<file path="config.mk">
export PLATFORM = sky130hd
export DESIGN_NAME = udp_field_extract
export DESIGN_NICKNAME = d
export VERILOG_FILES = /design/src/rtl/udp_field_extract.sv
export SDC_FILE = /design/constraint.sdc
export NUM_CORES = 1
export LEC_CHECK = 0
export BUFFER_PORTS_ARGS = -buffer_cell sky130_fd_sc_hd__clkbuf_2
export CAP_MARGIN = 10
export CORE_ASPECT_RATIO = 1.4
export CORE_MARGIN = 4
export CORE_UTILIZATION = 55
export DETAILED_ROUTE_END_ITERATION = 16
export GPL_TIMING_DRIVEN = 0
export PLACE_DENSITY = 0.77
export SETUP_SLACK_MARGIN = 0.1
export SYNTH_ARGS = -nofsm -noshare
export SYNTH_HDL_FRONTEND = slang
export SYNTH_SLANG_ARGS = --single-unit
</file>
<file path="constraint.sdc">
create_clock -name udp_rx_clk -period 8.6 [get_ports udp_rx_clk]
set_clock_uncertainty 0.2 [all_clocks]
set_input_delay 0 -clock udp_rx_clk [delete_from_list [all_inputs] [get_ports udp_rx_clk]]
set_output_delay 0 -clock udp_rx_clk [all_outputs]
set_load 0.05 [all_outputs]
</file>
<file path="src/rtl/udp_field_extract.sv">
// ============================================================================
// udp_field_extract: pulls a fixed-offset multi-byte field out of a UDP payload
// byte stream and reports completed and short packets.
// Revision: 1.0 - initial release
// ============================================================================
`default_nettype none

module udp_field_extract #(
    parameter int FIELD_OFFSET = 2,
    parameter int FIELD_BYTES  = 4,
    parameter bit BIG_ENDIAN   = 1
) (
    input  logic                     udp_rx_clk,
    input  logic                     reset,
    input  logic                     app_rx_data_valid,
    input  logic [7:0]               app_rx_data,
    input  logic [15:0]              app_rx_data_length,
    output logic [8*FIELD_BYTES-1:0] data_out,
    output logic                     data_out_valid,
    output logic                     short_pkt_err,
    output logic [15:0]              pkt_cnt
);

    localparam logic [31:0] FIELD_START = 32'(FIELD_OFFSET);
    localparam logic [31:0] FIELD_END   = 32'(FIELD_OFFSET + FIELD_BYTES);
    localparam logic [31:0] FIELD_LAST  = 32'(FIELD_OFFSET + FIELD_BYTES - 1);

    typedef enum logic [1:0] {
        IDLE  = 2'd0,
        PRE   = 2'd1,
        FIELD = 2'd2,
        POST  = 2'd3
    } state_t;

    state_t                   state;
    state_t                   state_next;
    logic [15:0]              cnt;
    logic [15:0]              cnt_next;
    logic [15:0]              len;
    logic [15:0]              eff_len;
    logic [31:0]              cnt32;
    logic [31:0]              cnt_next32;
    logic [8*FIELD_BYTES-1:0] shadow;
    logic [8*FIELD_BYTES-1:0] shadow_next;
    logic                     pkt_end;
    logic                     field_last;
    logic                     field_en;

    always_comb begin
        eff_len = len;
        if (cnt == 16'd0) begin
            eff_len = (app_rx_data_length == 16'd0) ? 16'd1 : app_rx_data_length;
        end
        cnt32      = {16'd0, cnt};
        pkt_end    = app_rx_data_valid && (cnt == eff_len - 16'd1);
        field_last = app_rx_data_valid && (cnt32 == FIELD_LAST);
        cnt_next   = pkt_end ? 16'd0 : cnt + 16'd1;
        cnt_next32 = {16'd0, cnt_next};
        // IDLE sits on byte 0, which is already a field byte when the offset is zero
        field_en   = (state == FIELD) || ((state == IDLE) && (FIELD_OFFSET == 0));
    end

    always_comb begin
        shadow_next = shadow;
        for (int k = 0; k < FIELD_BYTES; k++) begin
            if (app_rx_data_valid && field_en && (cnt32 == FIELD_START + 32'(k))) begin
                if (BIG_ENDIAN) begin
                    shadow_next[8*(FIELD_BYTES-k)-1 -: 8] = app_rx_data;
                end else begin
                    shadow_next[8*k+7 -: 8] = app_rx_data;
                end
            end
        end
    end

    always_comb begin
        state_next = state;
        if (app_rx_data_valid) begin
            if (pkt_end) begin
                state_next = IDLE;
            end else if (cnt_next32 < FIELD_START) begin
                state_next = PRE;
            end else if (cnt_next32 < FIELD_END) begin
                state_next = FIELD;
            end else begin
                state_next = POST;
            end
        end
    end

    always_ff @(posedge udp_rx_clk) begin
        if (reset) begin
            state <= IDLE;
        end else begin
            state <= state_next;
        end
    end

    always_ff @(posedge udp_rx_clk) begin
        if (reset) begin
            cnt            <= 16'd0;
            len            <= 16'd0;
            shadow         <= '0;
            data_out       <= '0;
            data_out_valid <= 1'b0;
            short_pkt_err  <= 1'b0;
            pkt_cnt        <= 16'd0;
        end else begin
            data_out_valid <= 1'b0;
            short_pkt_err  <= 1'b0;
            if (app_rx_data_valid) begin
                cnt <= cnt_next;
                if (cnt == 16'd0) begin
                    len <= eff_len;
                end
                // a packet end always drops the shadow; a complete field was copied out already
                shadow <= pkt_end ? '0 : shadow_next;
                if (field_last) begin
                    data_out       <= shadow_next;
                    data_out_valid <= 1'b1;
                end
                if (pkt_end) begin
                    pkt_cnt <= pkt_cnt + 16'd1;
                    if (cnt32 < FIELD_LAST) begin
                        short_pkt_err <= 1'b1;
                    end
                end
            end
        end
    end

endmodule

`default_nettype wire

</file>
* Word level (Yosys, flattened, before mapping)
Index checks and enable logic that the tools add are counted.
Word-level totals: register bits after elaboration 116, latch bits 0, bits in writable memories 0, ROM bits 0, input bits 27, word-level logic and storage cells 49, memories kept 0
Cells by class: add/subtract/negate cells 3, $mul 0, divide/modulo/power cells 0, order comparisons 3, eq/ne operators 6, shift-type cells 0, multiplexer cells 13, bitwise operators 2, reduce and logical (&&, ||, !) cells 14
Operators with widths (count):
- $mux 16 | 4
- $add 16x1->16 const B | 2
- $eq 16x2->1 const B | 2
- $eq 16x3->1 const B | 2
- $logic_not 16->1 | 2
- $lt 16x3->1 const B | 2
- $mux 32 | 1
- $mux 8 | 3
- $eq 16x16->1 | 1
- $lt 16x2->1 const B | 1
- $sub 16x1->16 const B | 1
- $logic_and 1x1->1 | 7
- $reduce_and 2->1 | 3
- $mux 2 | 2
- $mux 1 | 3
- $reduce_or 3->1 | 1
- $eq 2x2->1 const B | 1
- $not 1->1 | 2
- $reduce_or 2->1 | 1

* Logic depth before layout (Yosys ltp)
Gate-level depths: netlist (run 1).
depth after elaboration 11, depth in mapped cells 21, mapped depth without buffers 15

* Worst setup path before layout (run 1)
Ideal clock, no wire load.
kind flip-flop to flip-flop, start register cnt[3], end register pkt_cnt[13], library setup time 0.071 ns, arrival time 4.455 ns, path slack 3.875 ns, stages on the path, launching flop included 20, buffers on the path 5, cell sequence dfxtp_1 -> buf_6 -> nor4_4 -> nand4_4 -> nor2_8 -> buf_4 -> clkbuf_1 -> clkbuf_1 -> mux2i_1 -> ha_1 -> nand3_1 -> or4_1 -> mux2i_1 -> xnor3_1 -> nor2_1 -> nand4_1 -> or2_1 -> buf_6 -> or4_1 -> a21oi_1
Between the ends: word-level cells in the longest chain between the ends 6
RTL lines:
- start, declared | line 37 | logic [15:0] cnt;
- start signal, assigned | line 112 | cnt <= cnt_next;
- $logic_not 16->1 | line 51 | if (cnt == 16'd0) begin
- $mux 16 | line 51
- $sub 16x1->16 | line 55 | pkt_end = app_rx_data_valid && (cnt == eff_len - 16'd1);
- $eq 16x16->1 (*) | line 55
- $logic_and 1x1->1 (*) | line 55
- $reduce_and 2->1 (no source line) (*)
- end signal, assigned | line 123 | pkt_cnt <= pkt_cnt + 16'd1;
- end, declared | line 21 | output logic [15:0] pkt_cnt
Mark *: on every way between the ends. The rest lies on a longest branch, timed or not. A chain may end at the register's enable or synchronous reset.

* Worst setup path after layout (run 1)
start register cnt[12], end register pkt_cnt[14]
The elaborated chain is that of the path after synthesis.

==> results of run 1 <==
-- worst max-delay path, delay by kind of cell (launching register included) --
| kind | cells | cell delay, ps |
|---|---|---|
| AND/OR/NAND/NOR | 8 | 2110 |
| adder cells (fa/ha/maj) | 1 | 340 |
| XOR/XNOR | 1 | 250 |
| buffers and inverters | 7 | 1760 |
| flip-flops | 1 | 290 |
| AO/OA/AOI/OAI | 2 | 390 |
| multiplexers | 2 | 470 |
-- routing by layer --
| layer | routed length, um | share of wire, % |
|---|---|---|
| met4 | 918 | 5.2 |
| met2 | 8990 | 50 |
| met1 | 6850 | 38 |
| met3 | 1050 | 5.9 |
| met5 | 0 | 0 |
-- area by class of cell --
type	instances	share of cell area (%)
inverters	10	0.514
clock inverters	11	1.42
flip-flops and latches	116	31.8
plain buffers	55	3.51
multi-input cells	549	45.6
repair buffers	100	8.57
well taps	138	2.36
clock buffers	20	6.25
-- power groups by stage --
stage,combinational [mW],clock [mW],sequential (mW)
3_5_place_dp,0.142,0,0.564
2_1_floorplan,0.0996,0,0.563
6_report,0.154,0.665,0.553
5_1_grt,0.167,0.693,0.554
3_3_place_gp,0.140,0,0.564
4_1_cts,0.151,0.667,0.553
-- kinds of logic after synthesis --
| logic type | count (synthesis) | synth area share (%) |
|---|---|---|
| muxes | 26 | 4.42 |
| adders and majority gates | 7 | 1.47 |
| xor gates and xnor gates | 39 | 6.21 |
| DFF | 116 | 39.1 |
| and+or+nand+nor | 332 | 28.3 |
| AOI/OAI and AO/OA | 145 | 15.6 |
| buffers and inverters | 65 | 4.95 |
-- worst min-delay path by stage --
| stage | start | endpoint | slack [ps] |
|---|---|---|---|
| 6_report | reset | pkt_cnt[2]$_SDFFE_PP0P_ | 100 |
| 5_1_grt | reset | pkt_cnt[2]$_SDFFE_PP0P_ | 120 |
| 4_1_cts | reset | len[0]$_SDFFE_PP0P_ | 80 |
| 3_5_place_dp | app_rx_data_length[15] | len[15]$_SDFFE_PP0P_ | 110 |
| 3_3_place_gp | app_rx_data_length[14] | len[14]$_SDFFE_PP0P_ | 90 |
| 2_1_floorplan | app_rx_data_length[15] | len[15]$_SDFFE_PP0P_ | -40 |
-- cell usage in the layout (no fill, tap or decap), drive strengths merged, types with 5 or more instances in the layout --
| cell | instances |
|---|---|
| or3 | 12 |
| buf | 16 |
| or4 | 8 |
| nor3 | 19 |
| a211oi | 36 |
| inv | 12 |
| nand4 | 16 |
| clkinvlp | 5 |
| or2 | 5 |
| nand2b | 8 |
| mux2i | 24 |
| a21oi | 55 |
| and2 | 5 |
| clkbuf | 134 |
| nand2 | 59 |
| a31oi | 7 |
| nor4 | 19 |
| nand3 | 35 |
| nor2 | 124 |
| xnor2 | 13 |
| xor2 | 24 |
| dlygate4sd3 | 25 |
| and3 | 9 |
| o21ai | 19 |
| ha | 7 |
| dfxtp | 116 |
-- sequential cells by signal, indices dropped and copies added (netlist names) --
signal          count
len                16
data_out_valid      1
cnt                16
shadow             32
short_pkt_err       1
state               2
pkt_cnt            16
data_out           32
-- through the flow --
stage | std cells | worst slack, ps | instance area (um2) | total power, mW
after floorplan | 730 | 3870 | 5940 | 0.663
after global placement | 943 | 2850 | 6490 | 0.704
after detailed placement | 943 | 2840 | 6490 | 0.706
after CTS | 999 | 2720 | 7300 | 1.37
after global routing | 999 | 2270 | 7300 | 1.41
final | 999 | 2630 | 7300 | 1.37
-- what timing repair did --
action,in CTS,in global routing
endpoints found under the setup margin,0,0
endpoints found under the hold margin,64,0
hold buffers,25,0
==> metrics.md, run 1 <==
| Metric | Value |
|---|---|
| Clk sinks | 116 |
| Reg area | 0.00232 mm2 |
| Core Box Area | 0.0105 mm2 |
| Post-Syn Area per Cell | approximately 8.1 um2 |
| # rows | 44 |
| Fillers | 867 |
| Final hold vios | 0 |
| Detailed Place HPWL | 12,800 um |
| Post-synth top cells | nor2_1, dfxtp_1, nand2_1 |
| DR pass1 iterations | 5 |
| Number of diodes | 0 |
| Max Buffers Root-to-Sink | 2 |
| Crit path launch type | flop |
| Initial Util | 56.8% |
| Routability cong. | 0.983 |
| Finished Core Util | 69.8% |
| RR Endpoint | pkt_cnt[14]$_SDFFE_PP0P_ |
| CP Max Fanout | 10 |
| Syn Std Cell Area | 0.00594 mm2 |
| R2R cell count | 21 |
| Max-cap violations | 0 |
| Flops & latches, synth | 116 |
| CP Data Required Time | 8670 ps |
| Area contributors post-synth | dfxtp_1, nor2_1, a21oi_1 |
| Clk network pwr share | 48.4% |
| Ys Warns | 0 |
| Critical path, cell by cell | buf_2 > nor3_2 > nand4_4 > nor2_8 > buf_4 > clkbuf_1 > clkbuf_1 > mux2i_1 > ha_1 > nand3_1 > or4_1 > mux2i_1 > xnor3_1 > nor2_1 > nand4_1 > or2_1 > buf_6 > buf_6 > buf_2 > o21ai_0 > a21oi_1 |
| Pleak | roughly 2.9 nW |
| Via count | between 5,000 and 6,000 |
| Share of cells above drive strength 1 | 16.1% |
| Num CTS Buffers | 17 |
| Met2 Track Usage GR | slightly above 50% |
| Root buffer cell | clkbuf_16 |
| Syn_nets | roughly 760 |
| PortBufs | 75 |
| Main synth FF type | dfxtp_1 |
| Switching share of power | 25.9% |
| P_int | approximately 1.0 mW |
| Status | finished clean |
| Pins over their slew limit | 0 |
| Ports | 77 |
| CTS tree | built |
| Number of flops mapped to enable cells by yosys | 0 |
| Largest net degree at the start of global routing | 17 |
| Top cell type's share of synthesized area | 39.1% |
| Arr. time, crit path | 6040 ps |
| Normalized max-slew margin | 43.9% |
| Clock latency on the worst-skew pair | between 400 and 500 ps |
| Met1 usage | between 30% and 40% |
| Met3 Usage GRT | approximately 6.4% |
| Max VDD drop | 0.180 mV |
| Postcts setup bufs | 0 |
| Synth async-reset ratio | 0% |
| Area grow syn2layout | 22.9% |
| CP max-delay cell | clkbuf_1 |
| Clock-pin transition on the worst setup and hold timing paths | 50 ps |
| Worst Setup EP | pkt_cnt[14]$_SDFFE_PP0P_ |
| Worst Setup End Kind | flop |
| Unique masters post-synth | 67 |
| Hold crit path type | in2reg |
| RR Startpoint | cnt[12]$_SDFFE_PP0P_ |
| Total GRT Usage | 29.5% |
| CP startpoint | cnt[12]$_SDFFE_PP0P_ |
| Peak Freq | 0.167 GHz |
| # H-tree levels | 4 |
| Pwr Density | between 150 and 200 mW/mm2 |
| Routed vias/inst | 5.96 |
| Hold_ws | 96.3 ps |
| Most frequent cell after synthesis | nor2_1 |
| Final net count | 883 |
| Multi-input gate area | 0.00333 mm2 |
| WL final | 17,800 um |
| Dominant cell type by area after synthesis | dfxtp_1 |
| Number of DRC markers in iteration 0 | 411 |
| Cells after Synth | 730 |
| Die footprint | 0.0126 mm2 |
| Total Neg Setup Slack | 0 ps |
| First-pass GRT wire length | about 29,000 um |
| Initial antenna violation count | 0 |
| Vias in the first global route | 5,920 |
| Sequential share of power | 40.3% |
| Die Width | 95.9 um |
| PostCTS Resize Cnt | 0 |
| Grt peak-use layer | met2 |
| WL/cell | 17.8 um |
| Drc violations | 0 |
| Tcrit/Tclk final | 69.4% |
| CP peak stage delay | 480 ps |
| Post-route antenna net violation count | 0 |
| Unrepaired setup endpoints after global routing | false |
| Worst reg2reg setup slack | roughly 2600 ps |
| Die height | about 130 um |
| Setup violations, final | 0 |
| Comb pwr share | 11.2% |
| Fin crit period | 5970 ps |
| Crit path kind | reg2reg |
| Hold path cells | 3 |
| Seq/Total Area, Yosys | roughly 39% |
| Grt total ovfl | 0 |
| Sw Pwr | around 360 uW |
| Least-Margin Pin Slew | 834 ps |
(Power assumes the default switching activity.)
==> run 2: changes to the inputs <==
--- a/config.mk
+++ b/config.mk
@@ -9,7 +9,7 @@
 export CAP_MARGIN = 10
 export CORE_ASPECT_RATIO = 1.4
 export CORE_MARGIN = 4
-export CORE_UTILIZATION = 55
+export CORE_UTILIZATION = 52
 export DETAILED_ROUTE_END_ITERATION = 16
 export GPL_TIMING_DRIVEN = 0
 export PLACE_DENSITY = 0.77
==> constraint.sdc (replaced) <==
create_clock -name udp_rx_clk -period 5.3 [get_ports udp_rx_clk]
set_clock_uncertainty 0.2 [all_clocks]
set_input_delay 0 -clock udp_rx_clk [delete_from_list [all_inputs] [get_ports udp_rx_clk]]
set_output_delay 0 -clock udp_rx_clk [all_outputs]
set_load 0.05 [all_outputs]
==> run 2 against run 1 <==
  * Clock-buffer cell count grew 1
  * Fmax is 21% higher
  * Die area up 5.3%
  * Largest cell class unchanged
  * Largest power group unchanged
  * Sequential share of layout area down 0.48 points
  * Clock power grew 83%
  * Highest routed layer unchanged
  * Via count up 0.94%
==> metrics.md, run 2 (synthesis results as in run 1) <==
| Metric | Value |
|---|---|
| Initial Util | about 54% |
| Fin crit period | 4950 ps |
| Arr. time, crit path | approximately 5100 ps |
| PortBufs | 75 |
| Least-Margin Pin Slew | 819 ps |
| Clock latency on the worst-skew pair | 420 ps |
| Pwr Density | 320 mW/mm2 |
| Hold_ws | 97.0 ps |
| Most common cell after layout, fill and taps aside | nor2_1 |
| Cell family with most CP delay | simple AND/OR/NAND/NOR gates |
| Critical path, cell by cell | clkbuf_2 > nor4_4 > nand4_4 > nor2_8 > buf_6 > clkbuf_4 > mux2i_1 > ha_2 > nand3_2 > or4_1 > mux2i_1 > xnor3_1 > nor2_1 > nand4_1 > or2_1 > buf_6 > or4_1 > a21oi_1 |
| First-pass GRT wire length | 30,000 um |
| Inst Count DP | 946 |
| Initial antenna violation count | 0 |
| Hold crit path type | in2reg |
| Clk sinks | 116 |
| Met1 usage | roughly a third |
| Routability cong. | 1.03 |
| Num CTS Buffers | 17 |
| Status | finished clean |
| Sw Pwr | 594 uW |
| Routed vias/inst | 6.00 |
| Die footprint | 0.0132 mm2 |
| WL/cell | between 15 and 20 um |
| Crit path buf inv count | 4 |
| Via count | 6,009 |
| Core Box Area | 0.0110 mm2 |
| Setup violations, final | 0 |
| # H-tree levels | 4 |
| Clk network pwr share | 51.2% |
| Switching share of power | roughly a quarter |
| Pleak | 2.91 nW |
| Grt total ovfl | 0 |
| Peak Freq | 0.202 GHz |
| Die height | about 130 um |
| CTS tree | built |
| CP peak stage delay | 520 ps |
| Max VDD drop | 0.296 mV |
| Root buffer cell | clkbuf_16 |
| Final net count | 883 |
| Largest registers | data_out: 32 flops, shadow: 32 flops |
| Post-route antenna net violation count | 0 |
| Area post-placement | 0.00650 mm2 |
| Clock-pin transition on the worst setup and hold timing paths | roughly 60 ps |
| Met2 Track Usage GR | 50.4% |
| CP Data Required Time | 5430 ps |
| Pins over their slew limit | 0 |
| Number of diodes | 0 |
| Total GRT Usage | 28.0% |
| Crit path launch type | flop |
| Sequential share of power | 38.0% |
| Final hold vios | 0 |
| Grt peak-use layer | met2 |
| Drc violations | 0 |
| CP Max Fanout | 19 |
| DR pass1 iterations | 5 |
| Largest net degree at the start of global routing | 20 |
| Unrepaired setup endpoints after global routing | false |
| WL final | 18,300 um |
| Finished Layout Cells | 1,002 |
| Ports | 77 |
| Die Width | 98.4 um |
| DP Worst Slack | -509 ps |
| P_int | approximately 1.8 mW |
| Setup slack after layout | 353 ps |
| Worst Setup End Kind | flop |
| Normalized max-slew margin | ~45% |
| Max Buffers Root-to-Sink | 2 |
| Vias in the first global route | roughly 6,000 |
| Detailed Place HPWL | approximately 13,000 um |
| Area grow syn2layout | 24.8% |
| Share of cells above drive strength 1 | between 10% and 20% |
| # rows | 45 |
| Met3 Usage GRT | 5.48% |
| Number of DRC markers in iteration 0 | 304 |
| CP max-delay cell | or4_1 |
| Comb pwr share | ~11% |
| Max-cap violations | 0 |
| Crit path kind | reg2reg |
| Commonest non-fill, non-tap cells in the layout | nor2_1, dfxtp_1, clkbuf_2, nand2_1, a21oi_1 |
| Tcrit/Tclk final | between 90% and 100% |
| Post-Layout Inst Area | around 0.0074 mm2 |
-- run 2: changes by cell type in the layout (fill, tap and decap cells not counted), sizes merged --
cell and change:
buf +4, bufinv +2, clkbuf -3, clkinvlp -2
inv -1
-- run 2: worst paths after layout --
kind	from	endpoint	slack (ps)	cells after the start
setup reg to reg	cnt[7]$_SDFFE_PP0P_	pkt_cnt[13]$_SDFFE_PP0P_	350	18
hold / removal	reset	pkt_cnt[11]$_SDFFE_PP0P_	100	3
hold reg to reg	len[15]$_SDFFE_PP0P_	len[15]$_SDFFE_PP0P_	250	2
setup / recovery	cnt[7]$_SDFFE_PP0P_	pkt_cnt[13]$_SDFFE_PP0P_	350	18
-- run 2: cell type report --
type,instances,area (um2)
clock inverters,10,148
clock buffers,21,480
multi-input cells,549,3350
flip-flops and latches,116,2320
inverters,10,37.5
repair buffers,104,656
plain buffers,51,249
fillers,956,3620
well taps,141,176
-- run 2: per-layer routing --
layer | up-vias | routed length (um)
li1 | 2839 | -
met4 | 0 | 743
met1 | 2844 | 6990
met2 | 250 | 9520
met3 | 76 | 1020
met5 | - | 0
-- run 2: worst register-to-register path, stage by stage, from the launching register on --
cell	delay (ps)
dfxtp_1	300
clkbuf_2	190
nor4_4	310
nand4_4	170
nor2_8	190
buf_6	220
clkbuf_4	240
mux2i_1	280
ha_2	290
nand3_2	170
or4_1	450
mux2i_1	210
xnor3_1	290
nor2_1	130
nand4_1	140
or2_1	280
buf_6	150
or4_1	520
a21oi_1	180
-- run 2: repair_timing --
action / 4_1_cts / 5_1_grt
gates resized for setup: 5 / 6
endpoints found under the setup margin: 67 / 58
buffers inserted: 0 / 4
pin swaps: 0 / 5
hold endpoints to repair: 62 / 0
hold buffers: 25 / 0
-- run 2: power groups by stage --
stage | Sequential, mW | Combinational (mW) | Clock [mW]
finish | 0.900 | 0.256 | 1.22
global route | 0.901 | 0.278 | 1.26
CTS | 0.899 | 0.246 | 1.22
detailed placement | 0.918 | 0.228 | 0
global placement | 0.918 | 0.224 | 0
floorplan | 0.914 | 0.162 | 0
-- run 2: through the flow --
| step | setup TNS [ps] | util, % | total power [mW] |
|---|---|---|---|
| after floorplan | 0 | - | 1.08 |
| final | 0 | 67.2 | 2.37 |
| after global placement | -23770 | 58.9 | 1.14 |
| after global routing | 0 | 67.2 | 2.44 |
| after CTS | 0 | 67.0 | 2.37 |
| after detailed placement | -29400 | 58.9 | 1.15 |
